## src/rtl/serial_add_sched.sv

```systemverilog
// Round-robin scheduler that time-shares one external 1-bit full-adder cell
// among NREQ requesters, adding WIDTH-bit operands LSB-first.
module serial_add_sched #(
    parameter int WIDTH = 8,
    parameter int NREQ  = 2,
    parameter int CW    = $clog2(WIDTH + 1),
    parameter int IW    = (NREQ > 1) ? $clog2(NREQ) : 1
) (
    input  logic                  clk_i,
    input  logic                  rst_i,
    input  logic [NREQ-1:0]       req_valid_i,
    output logic [NREQ-1:0]       req_ready_o,
    input  logic [NREQ*WIDTH-1:0] req_a_i,
    input  logic [NREQ*WIDTH-1:0] req_b_i,
    output logic                  fa_a_o,
    output logic                  fa_b_o,
    output logic                  fa_cin_o,
    input  logic                  fa_sum_i,
    input  logic                  fa_cout_i,
    output logic                  rsp_valid_o,
    input  logic                  rsp_ready_i,
    output logic [IW-1:0]         rsp_id_o,
    output logic [WIDTH-1:0]      rsp_sum_o,
    output logic                  rsp_cout_o
);

    typedef enum logic [1:0] {
        ST_IDLE,
        ST_RUN,
        ST_RESP
    } state_e;

    state_e           state_q, state_d;
    logic [IW-1:0]    ptr_q, ptr_d;
    logic             carry_q, carry_d;
    logic [CW-1:0]    cnt_q, cnt_d;
    logic [WIDTH-1:0] a_sh_q, a_sh_d;
    logic [WIDTH-1:0] b_sh_q, b_sh_d;
    logic [WIDTH-1:0] sum_sh_q, sum_sh_d;
    logic [IW-1:0]    rsp_id_q, rsp_id_d;
    logic [WIDTH-1:0] rsp_sum_q, rsp_sum_d;
    logic             rsp_cout_q, rsp_cout_d;

    logic             grant_vld;
    logic [IW-1:0]    grant_idx;
    logic [IW-1:0]    grant_nxt;
    logic [WIDTH-1:0] sum_shift;

    // Round-robin search starting at ptr, wrapping modulo NREQ.
    always_comb begin
        int idx;
        grant_vld = 1'b0;
        grant_idx = '0;
        idx       = 0;
        for (int k = 0; k < NREQ; k++) begin
            idx = int'(ptr_q) + k;
            if (idx >= NREQ) idx = idx - NREQ;
            if (!grant_vld && req_valid_i[idx]) begin
                grant_vld = 1'b1;
                grant_idx = idx[IW-1:0];
            end
        end
    end

    assign grant_nxt = (grant_idx == IW'(NREQ - 1)) ? '0 : grant_idx + IW'(1);
    assign sum_shift = {fa_sum_i, sum_sh_q[WIDTH-1:1]};

    always_comb begin
        state_d     = state_q;
        ptr_d       = ptr_q;
        carry_d     = carry_q;
        cnt_d       = cnt_q;
        a_sh_d      = a_sh_q;
        b_sh_d      = b_sh_q;
        sum_sh_d    = sum_sh_q;
        rsp_id_d    = rsp_id_q;
        rsp_sum_d   = rsp_sum_q;
        rsp_cout_d  = rsp_cout_q;
        req_ready_o = '0;
        fa_a_o      = 1'b0;
        fa_b_o      = 1'b0;
        fa_cin_o    = 1'b0;
        rsp_valid_o = 1'b0;
        case (state_q)
            ST_IDLE: begin
                // Reset wins: no accept is offered while rst is high.
                if (grant_vld && !rst_i) begin
                    req_ready_o[grant_idx] = 1'b1;
                    a_sh_d   = req_a_i[int'(grant_idx)*WIDTH +: WIDTH];
                    b_sh_d   = req_b_i[int'(grant_idx)*WIDTH +: WIDTH];
                    rsp_id_d = grant_idx;
                    ptr_d    = grant_nxt;
                    carry_d  = 1'b0;
                    cnt_d    = '0;
                    state_d  = ST_RUN;
                end
            end
            ST_RUN: begin
                fa_a_o   = a_sh_q[0];
                fa_b_o   = b_sh_q[0];
                fa_cin_o = carry_q;
                sum_sh_d = sum_shift;
                carry_d  = fa_cout_i;
                a_sh_d   = a_sh_q >> 1;
                b_sh_d   = b_sh_q >> 1;
                cnt_d    = cnt_q + CW'(1);
                if (cnt_q == CW'(WIDTH - 1)) begin
                    rsp_sum_d  = sum_shift;
                    rsp_cout_d = fa_cout_i;
                    state_d    = ST_RESP;
                end
            end
            ST_RESP: begin
                rsp_valid_o = 1'b1;
                if (rsp_ready_i) state_d = ST_IDLE;
            end
            default: state_d = ST_IDLE;
        endcase
    end

    always_ff @(posedge clk_i) begin
        if (rst_i) begin
            state_q    <= ST_IDLE;
            ptr_q      <= '0;
            carry_q    <= 1'b0;
            cnt_q      <= '0;
            a_sh_q     <= '0;
            b_sh_q     <= '0;
            sum_sh_q   <= '0;
            rsp_id_q   <= '0;
            rsp_sum_q  <= '0;
            rsp_cout_q <= 1'b0;
        end else begin
            state_q    <= state_d;
            ptr_q      <= ptr_d;
            carry_q    <= carry_d;
            cnt_q      <= cnt_d;
            a_sh_q     <= a_sh_d;
            b_sh_q     <= b_sh_d;
            sum_sh_q   <= sum_sh_d;
            rsp_id_q   <= rsp_id_d;
            rsp_sum_q  <= rsp_sum_d;
            rsp_cout_q <= rsp_cout_d;
        end
    end

    assign rsp_id_o   = rsp_id_q;
    assign rsp_sum_o  = rsp_sum_q;
    assign rsp_cout_o = rsp_cout_q;

endmodule

```

## config.mk

```make
export PLATFORM = sky130hd
export DESIGN_NAME = serial_add_sched
export DESIGN_NICKNAME = d
export VERILOG_FILES = /design/src/rtl/serial_add_sched.sv
export SDC_FILE = /design/constraint.sdc
export NUM_CORES = 1
export LEC_CHECK = 0
export ABC_AREA = 0
export CORE_MARGIN = 1
export CORE_UTILIZATION = 51
export DETAILED_ROUTE_END_ITERATION = 10
export GPL_ROUTABILITY_DRIVEN = 0
export PLACE_DENSITY = 0.95
export SYNTH_ARGS = -nofsm -noshare
export SYNTH_HDL_FRONTEND = slang
export SYNTH_SLANG_ARGS = --single-unit
```

## constraint.sdc

```tcl
create_clock -name clk_i -period 2.32 [get_ports clk_i]
set_input_delay 0.232 -clock clk_i [delete_from_list [all_inputs] [get_ports clk_i]]
set_output_delay 0.232 -clock clk_i [all_outputs]
set_load 0.05 [all_outputs]
```

### Word-level counts from Yosys, hierarchy flattened

Cells that the tools add are included.

* add/subtract/negate cells: 5
* $lt $le $gt $ge: 6
* eq/ne operators: 6
* shift-type cells: 2
* muxes and demuxes: 33
* reduce and logical (&&, ||, !) cells: 11

Operators with widths (number)
* $lt A32 B3 Y1 const B: 2
* $mux W32: 2
* $pmux W8 S2: 2
* $shiftx A16 B5 Y8: 2
* $mux W1: 17
* $mux W8: 2
* $mux W2: 5
* $pmux W4 S2: 1
* $ne A2 B2 Y1 const B: 3
* $pmux W2 S3: 1
* $reduce_and A2 Y1: 3
* $add A4 B1 Y4 const B: 1
* $eq A4 B3 Y1 const B: 1
* $mux W4: 1
* $logic_and A1 B1 Y1: 3
* $reduce_and A3 Y1: 1
* $sub A1 B2 Y3 const B: 1
* $sub A2 B2 Y3 const B: 1
* $add A1 B1 Y2 const B: 1
* $eq A2 B1 Y1 const B: 1
* $eq A2 B2 Y1 const B: 1
* $ge A1 B2 Y1 const B: 1
* $ge A2 B2 Y1 const B: 1
* $logic_not A1 Y1: 2
* 7 further kinds: 7

* register bits after elaboration: 42
* input port bits: 39
* output and inout port bits: 16
* logic and storage cells: 73

### Depth between registers and ports, before layout

* depth in word-level cells: 15
* gate-level depth with buffers: 6
* depth with buffers taken out: 4

### Worst setup path after synthesis

Ideal clock, no wire load.

* path kind: reg2reg
* start: register state_q[0]
* end: register a_sh_q[7]
* library setup time: 62 ps
* arrival time: 1815 ps
* required time: 2258 ps
* slack: 443 ps
* stages on the path, launching flop included: 5
* path buffers: 1
* clock period less this slack: 1877 ps
* path through: dfxtp_1 buf_6 or3_4 a211oi_2 a221o_1

* cells in the longest elaborated chain, start to end: 3
* elaborated cells between the ends (all ways): 6
* those cells by class: eq/ne (2); mux (1); reduce/logical (3)

Ends and longest elaborated chain
* from (decl): line 33 `state_e state_q, state_d;`
* from (signal assigned): line 134 `state_q <= state_d;`
* $eq A2 B1 Y1 / $logic_not A2 Y1 (equally long branches): line 84 `case (state_q)`
* $reduce_bool A2 Y1 (no line) / $ne A2 B2 Y1 (equally long branches)
* $reduce_and A2 Y1 (no line)
* to (signal assigned): line 138 `a_sh_q <= a_sh_d;`
* to (decl): line 37 `logic [WIDTH-1:0] a_sh_q, a_sh_d;`

Several ways; a longest one is shown, not always the timed one.
A chain may end at the register's enable or synchronous reset.

### Worst setup path in the final report

* start: register state_q[1]
* end: output rsp_valid_o

* cells in the longest elaborated chain, start to end: 2

Ends and longest elaborated chain
* $eq A2 B2 Y1: line 84
* $mux W1: line 84
* to (decl): line 20 `output logic rsp_valid_o,`

No other way between the ends.

==> metrics.txt <==
routed via count divided by cell count ~6; slew at the pin with the worst max-slew slack approximately 0.74 ns; CTS buffer count 5; number of global-route vias before repair ~1.8k; post-layout utilization of the core a little under three quarters; placed instance count around 320; synthesized area 0.001947 mm²; hold crit path type flip-flop to flip-flop; beginning of the worst hold path sum_sh_q[1]; met2 WL around 2300 µm; overall global routing resource usage 25.28%; most used flip-flop cell after synthesis sky130_fd_sc_hd__dfxtp_1; Power Density slightly below 600 mW/mm²; path type of the worst setup path flip-flop to primary output; worst max-slew margin expressed relative to the limit a little over 50%; Setup Total Neg Slack 0 ns; Remaining DRCs 0; post_cts resized 0; flops & latches, synth 41; DIE AREA 0.004069 mm²; number of vias in the routed layout ~2k; initial core utilization approximately 53%; die width 63.79 µm; number of placement rows 22; pre-CTS setup slack about 0.44 ns; syn_area_per_cell approximately 8.4 µm²; count of warnings emitted by yosys 0; leftover overflow at the end of global routing 0; cell count of the worst hold path 2; number of antenna violations at the first check in global routing 0; CTS tree yes; minimum clock period about 2.2 ns; highest attainable clock frequency approximately 460 MHz; Cell Area, Placed ~0.0025 mm²; worst hold endpoint sum_sh_q[1]; post-route total power 1.532 mW; launching element type of the critical path flip-flop; final-stage net count 317; cells along the critical path nor2b_1 -> clkdlybuf4s50_1; signed area change from the synthesized netlist to the final layout 35.15%; Final Max Tran Viols 0; pin count of the biggest net entering global routing 32; endpoint type of the worst setup path primary output; launch point of the critical path state_q[1]; hold buffers post-CTS 0; uppermost layer routed met4; gate count of the mapped netlist between 200 and 250; global-route wire length before repair 7990 µm; number of detailed-routing iterations run before antenna repair 4; clock sink count between 40 and 50; highest fanout seen on the critical path 13; reg-to-reg critical path startpoint state_q[1]; Crit Reg-Reg Endpoint a_sh_q[4]; number of standard cells in the final layout excluding fillers 326; share of layout cells above drive strength 1 9.712%; Post-Syn Nets 273; Core Box Area 0.003661 mm²; DRC violation total after the first TritonRoute iteration 190; number of synthesized flops with an enable pin 0; total inserted antenna cells 0; chip height ~64 µm; cell with the largest stage delay on the worst path sky130_fd_sc_hd__clkdlybuf4s50_1; Routed met3 length ~350 µm; H-tree levels 2; final number of setup-violating endpoints 0; number of buffers inserted by port buffering 54; routed wirelength normalized by instance count approximately 15 µm; final hold slack ~0.46 ns; critical path data arrival time around 1.9 ns; placed wire-length estimate after detailed placement between 3000 and 4000 µm; final clock skew 0.006551 ns; maximum vdd ir drop approximately 0.53 mV; run status complete, no violations; count of cell types in the netlist 35; peak per-stage delay on the critical path about 0.83 ns; share of synthesized registers carrying an async set or reset 0%; Final period util about 93%; Final Routed Wirelength around 4800 µm; Clock Latency Late Sink about 0.30 ns; count of endpoints failing hold in the final timing report 0; Longest Clk Path Bufs 2; endpoint required time on the critical path between 2 and 2.5 ns; Clock transition at path regs 0.07 ns; setup repair after global routing missed its margin no; Root Driver sky130_fd_sc_hd__clkbuf_8; number of setup buffers added after CTS 0; ANT nets after route 0; Design Area, Final 0.002631 mm²; leakage power figure between 0.9 and 1 nW; internal reg-to-reg setup slack 0.58 ns; cell count of the worst reg-to-reg path 3; met1 routed wirelength after detailed routing between 2000 and 2500 µm; top-level I/O count 55; sequential element share of the synthesized area roughly 42%; worst setup slack after layout around 0.16 ns; max-capacitance violation count 0
==> cell families after synthesis <==
family                     after synthesis  synth area share, %
AOI/OAI and AO/OA                      113                36.44
adders and majority gates                1               0.6426
buffers and inverters                   29                7.134
DFF                                     41                42.16
and+or+nand+nor                         49                13.62
==> final cells by class <==
class                           instances  area, µm²
Clock inverter                          1      5.005
Timing Repair Buffer                   61      643.1
Fill cell                             296       1030
Clock buffer                            7      96.34
Tap cell                               48      60.06
Inverter                                5      18.77
Multi-Input combinational cell        163      987.2
Sequential cell                        41      820.8
==> critical path: cells and delay by family (launching register included) <==
family	cells	cell delay, ns
buf+inv	1	0.83
flops	1	0.56
simple gates	1	0.23
==> layout by cell type (no fill, tap or decap), types with 5 or more instances in the layout <==
master / instances
sky130_fd_sc_hd__buf_4: 7
sky130_fd_sc_hd__a311oi_1: 14
sky130_fd_sc_hd__clkdlybuf4s50_1: 49
sky130_fd_sc_hd__buf_12: 5
sky130_fd_sc_hd__o21ai_0: 40
sky130_fd_sc_hd__o211ai_1: 14
sky130_fd_sc_hd__nand3_1: 11
sky130_fd_sc_hd__nand2_1: 16
sky130_fd_sc_hd__a21oi_1: 33
sky130_fd_sc_hd__inv_1: 5
sky130_fd_sc_hd__clkbuf_8: 7
sky130_fd_sc_hd__dfxtp_1: 41
==> where the power goes <==
group	internal, mW	leakage [nW]	total (mW)	switching, mW
registers	0.739	0.336	0.760	0.0211
logic	0.126	0.534	0.257	0.131
clock network	0.269	0.0542	0.515	0.246
==> cells in the mapped netlist (2+ instances only) <==
cell	instances	area share [%]
sky130_fd_sc_hd__o211a_1	2	1.0
sky130_fd_sc_hd__a221o_1	2	1.0
sky130_fd_sc_hd__nor2_1	3	0.58
sky130_fd_sc_hd__clkbuf_1	14	2.7
sky130_fd_sc_hd__buf_6	2	1.2
sky130_fd_sc_hd__or3_1	2	0.64
sky130_fd_sc_hd__nand3b_1	2	0.77
sky130_fd_sc_hd__a311oi_1	14	6.3
sky130_fd_sc_hd__nand3_1	11	2.8
sky130_fd_sc_hd__o21ai_0	40	10
sky130_fd_sc_hd__o211ai_1	14	5.4
sky130_fd_sc_hd__nand2b_1	2	0.64
sky130_fd_sc_hd__nor2b_1	3	0.96
sky130_fd_sc_hd__a21oi_1	33	8.5
sky130_fd_sc_hd__dfxtp_1	41	42
sky130_fd_sc_hd__nor3_1	2	0.51
sky130_fd_sc_hd__nand2_1	16	3.1
sky130_fd_sc_hd__buf_4	2	0.77
sky130_fd_sc_hd__and2_1	3	0.96
sky130_fd_sc_hd__buf_2	6	1.5
sky130_fd_sc_hd__inv_1	5	0.96
==> sequential cells by signal (all words and copies together), names as in the netlist, 2 cells and up <==
name	count
rsp_sum_o	8
state_q	2
cnt_q	4
sum_sh_q	7
a_sh_q	8
b_sh_q	8
==> layer usage <==
layer,GRT usage (%),vias up
met1,31.54,894
met4,9.659,0
met2,40.82,86
met5,0,-
li1,-,963
met3,7.500,10
==> worst max-delay path by stage <==
stage / end / cells after the start
3_5_place_dp: b_sh_q[1] / 4
4_1_cts: rsp_valid_o / 2
3_3_place_gp: a_sh_q[0] / 4
2_1_floorplan: a_sh_q[7] / 4
6_report: rsp_valid_o / 2
5_1_grt: rsp_valid_o / 2
Power figures use the tool's default switching activity.
